==> config.mk <==
export PLATFORM = sky130hd
export DESIGN_NAME = bsr_call_stack
export DESIGN_NICKNAME = d
export VERILOG_FILES = /design/src/rtl/bsr_call_stack.sv
export SDC_FILE = /design/constraint.sdc
export NUM_CORES = 1
export LEC_CHECK = 0
export CAP_MARGIN = 40
export CORE_MARGIN = 2
export CORE_UTILIZATION = 24
export DETAILED_ROUTE_END_ITERATION = 7
export PLACE_DENSITY_LB_ADDON = 0.1
export SYNTH_ARGS = -nofsm -noshare
export SYNTH_HDL_FRONTEND = slang
export SYNTH_SLANG_ARGS = --single-unit
==> constraint.sdc <==
create_clock -name clk -period 5.85 [get_ports clk]
set_input_delay 1.4625 -clock clk [delete_from_list [all_inputs] [get_ports clk]]
set_output_delay 1.4625 -clock clk [all_outputs]
set_load 0.02 [all_outputs]
==> src/rtl/bsr_call_stack.sv <==
// bsr_call_stack: branch-to-subroutine / return unit for the EV20 sequencer.
// A branch emits OLD_PC + ext(S) and pushes OLD_PC onto a DEPTH-entry LIFO;
// a return pops the top entry and emits top + 1. Storage is a shift chain
// with entry 0 as the top of stack, so the oldest entry falls off the end
// when a wrapping push hits a full stack.
module bsr_call_stack #(
   parameter int PC_W       = 11,
   parameter int OFS_W      = 10,
   parameter int OFS_SIGNED = 0,
   parameter int DEPTH      = 4,
   parameter int OVF_WRAP   = 1,
   localparam int LVL_W     = $clog2(DEPTH + 1)
) (
   input  logic             clk,
   input  logic             rst,
   input  logic             enable,
   input  logic             branch,
   input  logic             ret,
   input  logic             err_clr,
   input  logic [OFS_W-1:0] S,
   input  logic [PC_W-1:0]  OLD_PC,
   output logic [PC_W-1:0]  NEW_PC,
   output logic             pc_valid,
   output logic [LVL_W-1:0] level,
   output logic             full,
   output logic             empty,
   output logic             err_ovf,
   output logic             err_udf
);

   logic [PC_W-1:0] stack [DEPTH];
   logic [PC_W-1:0] ofs_ext;
   logic            push_ok;

   // Extend the branch offset to PC width, zero- or sign-filling the upper bits.
   always_comb begin
      // NOTE: every always_comb output gets a default first so no path leaves it unassigned (no latch).
      ofs_ext = '0;
      ofs_ext[OFS_W-1:0] = S;
      for (int i = OFS_W; i < PC_W; i++) begin
         ofs_ext[i] = (OFS_SIGNED != 0) && S[OFS_W-1];
      end
   end

   assign full    = (level == LVL_W'(DEPTH));
   assign empty   = (level == '0);
   // A push proceeds unless the stack is full and the policy rejects it.
   assign push_ok = !full || (OVF_WRAP != 0);

   // Request handling: branch beats ret; errors are sticky until err_clr.
   always_ff @(posedge clk) begin
      if (rst) begin
         NEW_PC   <= '0;
         pc_valid <= 1'b0;
         level    <= '0;
         err_ovf  <= 1'b0;
         err_udf  <= 1'b0;
         // NOTE: the stack entries are architecturally zero after reset, so the array is reset too.
         for (int i = 0; i < DEPTH; i++) begin
            stack[i] <= '0;
         end
      end else begin
         // NOTE: all state here uses non-blocking assignments so every entry shifts from its pre-edge value.
         pc_valid <= 1'b0;
         // Clear first; an error raised below in the same cycle overrides it.
         if (err_clr) begin
            err_ovf <= 1'b0;
            err_udf <= 1'b0;
         end
         if (enable) begin
            if (branch) begin
               if (full) begin
                  err_ovf <= 1'b1;
               end
               if (push_ok) begin
                  NEW_PC   <= OLD_PC + ofs_ext;
                  pc_valid <= 1'b1;
                  for (int i = DEPTH - 1; i > 0; i--) begin
                     stack[i] <= stack[i-1];
                  end
                  stack[0] <= OLD_PC;
                  if (!full) begin
                     level <= level + LVL_W'(1);
                  end
               end
            end else if (ret) begin
               if (empty) begin
                  err_udf <= 1'b1;
               end else begin
                  NEW_PC   <= stack[0] + PC_W'(1);
                  pc_valid <= 1'b1;
                  for (int i = 0; i < DEPTH - 1; i++) begin
                     stack[i] <= stack[i+1];
                  end
                  stack[DEPTH-1] <= '0;
                  level <= level - LVL_W'(1);
               end
            end
         end
      end
   end

endmodule
==> impl_results.md <==
- Status: finished, final reports clean
- DIE HEIGHT: between 100 and 150 µm
- Std-Cell Rows: between 40 and 50
- #FFs+latches synth: 61
- Synthesized Nets: ~360
- Setup WS pre-CTS: approximately 2.0 ns
- Count of final setup violators: 0
- Drt wl/cell: 16.4 µm
- Netlist Area Pre-Place: 3220 µm²
- Final WL: approximately 9.0 mm
- # resized after CTS: 0
- CTS Buf Count: 9
- Worst setup margin: between 2 and 2.5 ns
- Overflow after GRT: 0
- Count of cell types in the netlist: 52
- Gpl congestion: 0.703
- Pleak: roughly 1.5 nW
- Hold Fails Final Rpt: 0
- Vias per cell: roughly 4.6
- Startpoint Class: register
- Clock slew seen by the registers of the worst setup and hold paths: around 0.06 ns
- Max clock buf depth: 2
- Top cells by area, synth: edfxtp_1, dfxtp_1, a22o_1
- Synth area leader: edfxtp_1
- CP max-delay cell: clkdlybuf4s50_1
- Initial Utilization: 0.245
- Syn Area/Cell: between 9 and 10 µm²
- Fin crit period: roughly 3.6 ns
- Combinational group share of total power: 0.162
- FF-to-FF path depth: 5
- Max cap viols: 0
- Cells after synthesis: between 300 and 400
- RSZ-0062 raised after global routing: false
- FF/Latch Area: 1550 µm²
- Slew HR: 0.576
- Post-synth top area share: 0.308
- RR Startpoint: level[0]
- Switching portion of total power: 0.258
- Clock power share: 0.435
- Iteration-0 DRC Markers: about 160
- Area of the die: 14300 µm²
- Clk_skew: approximately 0.0093 ns
- Area Growth Syn to Fin: 30.1%
- Filler instances: ~1400
- Max VDD drop: 0.143 mV
- CP Cell Sequence: nor3b_1 -> clkdlybuf4s50_1
- Commonest cells after routing, fill and taps aside: nand2_1, clkdlybuf4s50_1, a21oi_1, edfxtp_1, dfxtp_1
- YS warnings: 0
- Final Cycle Share: 0.607
- Commonest non-fill, non-tap cell in the layout: nand2_1
- Crit-path max cell delay: a little over 0.7 ns
- CP top delay family: buffers and inverters
- Synth async-reset ratio: 0
- Sequential share of the synthesized area: 0.482
- Post-route ant nets: 0
- Top_reg_cell synth: edfxtp_1
- WP depth: 2
- DR DRC count: 0
- Setup TNS: 0 ns
- RR Endpoint: stack[1][5]
- Actual slew at the worst max-slew pin: approximately 0.63 ns
- Worst setup EP type: output pin
- I/O pin cnt: 46
- HPWL after detailed placement: 6.56 mm
- WP data required: between 4 and 5 ns
- Die width: approximately 120 µm
- Vias in the first global route: ~2600
- Initial antenna violation count: 0
- Via count: 2526
- Slew Limit Fails: 0
- CP max FO: 5
- Gr usage total: 0.132
- Pin count of the biggest net entering global routing: 27
- Max Fclk: between 200 and 300 MHz
- Setup slack, reg-to-reg: between 3 and 4 ns
- Cell Pwr Density: 306 nW/µm²
- Worst Path Arrival: between 2 and 2.5 ns
- Clk Latency, worst-skew pair: 0.33 ns
- Fraction of layout instances using a drive strength above 1: 0.0882
- Hold depth: 2
- # hold bufs at CTS: 0
- Buf/Inv on CP: 1
- Int Power: about 0.95 mW
- Core Area: roughly 13000 µm²
- Setup CP Type: reg -> out
- Hold EP: stack[3][6]
- First-pass GRT wire length: 14.4 mm
- Part of the power in registers: 0.403
- HP Class: reg -> reg
- CTS Sinks: 61
- Ant diodes: 0
- Net switching power: 0.330 mW
- Footprint of the multi-input gates: 1520 µm²
- H-Tree Depth: 3
- EDFF count, synth: 33
- DRT Pass-1 Iters: 4
- Fin nets: approximately 400
- Clock root buffer master: clkbuf_16
- Hold Startpoint: stack[3][6]
- Port Buffers: 45
- Postcts setup bufs: 0
- CTS tree: done
[kinds of logic after synthesis]
| kind of cell | count (synthesis) | synth area share |
|---|---|---|
| buf+inv | 28 | 0.0459 |
| compound gates | 100 | 0.222 |
| flops | 61 | 0.482 |
| mux | 2 | 0.00661 |
| simple gates | 104 | 0.147 |
| fa+ha+maj | 13 | 0.0553 |
| xor+xnor | 15 | 0.0409 |
[flip-flops by register name, indices dropped and copies added, names as in the netlist]
| name | flops |
|---|---|
| stack | 44 |
| NEW_PC | 11 |
| pc_valid | 1 |
| level | 3 |
| err_udf | 1 |
| err_ovf | 1 |
[power by group through the flow]
stage / Sequential, mW / Combinational [mW] / Clock, mW
final: 0.515 / 0.207 / 0.555
after global routing: 0.520 / 0.229 / 0.594
after CTS: 0.515 / 0.211 / 0.568
after detailed placement: 0.523 / 0.209 / 0
after global placement: 0.524 / 0.204 / 0
after floorplan: 0.527 / 0.116 / 0
[through the flow]
step | std cells | hold slack [ns] | utilization | power [mW] | cell area (µm²)
2_1_floorplan | 323 | 0.430 | - | 0.643 | 3220
3_3_place_gp | 532 | 0.439 | 0.291 | 0.729 | 3820
3_5_place_dp | 534 | 0.444 | 0.295 | 0.733 | 3880
4_1_cts | 550 | 0.452 | 0.318 | 1.29 | 4180
5_1_grt | 550 | 0.464 | 0.318 | 1.34 | 4180
6_report | 550 | 0.451 | 0.318 | 1.28 | 4180
[how the worst max path moves through the flow]
stage,start,endpoint,slack (ns)
4_1_cts,level[2],full,2.25
3_3_place_gp,branch,stack[2][2],1.81
3_5_place_dp,branch,stack[2][2],1.95
6_report,level[2],full,2.30
5_1_grt,level[2],full,2.15
2_1_floorplan,S[0],NEW_PC[10],2.82
[worst min-delay path, cell delays in order (launching register included)]
cell and delay, ns:
dfxtp_1 0.30, nand2_1 0.05, a21oi_1 0.05
[cell usage after synthesis, drive strengths merged, types with 3 or more instances]
cell,instances
nor2,26
a211oi,7
nor3,7
ha,11
o21ai,13
nand3,13
xnor2,8
edfxtp,33
buf,11
dfxtp,28
a22oi,4
xor2,7
inv,9
clkbuf,7
a22o,22
o21a,3
a21oi,33
nand2,47
[routing by layer]
layer	GRT usage	vias up	share of wire
li1	-	1286	-
met2	0.200	53	0.45
met5	0	-	0
met4	0.0691	0	0.018
met1	0.181	1174	0.50
met3	0.0209	13	0.029
[cell type report]
cell class              count  area share
multi-input cells         234       0.363
clock buffers              10      0.0547
well taps                 176      0.0526
flip-flops and latches     61       0.371
inverters                  10     0.00897
clock inverters             6      0.0185
repair buffers             53       0.132
Note: power is estimated with default switching activity, not from simulation.
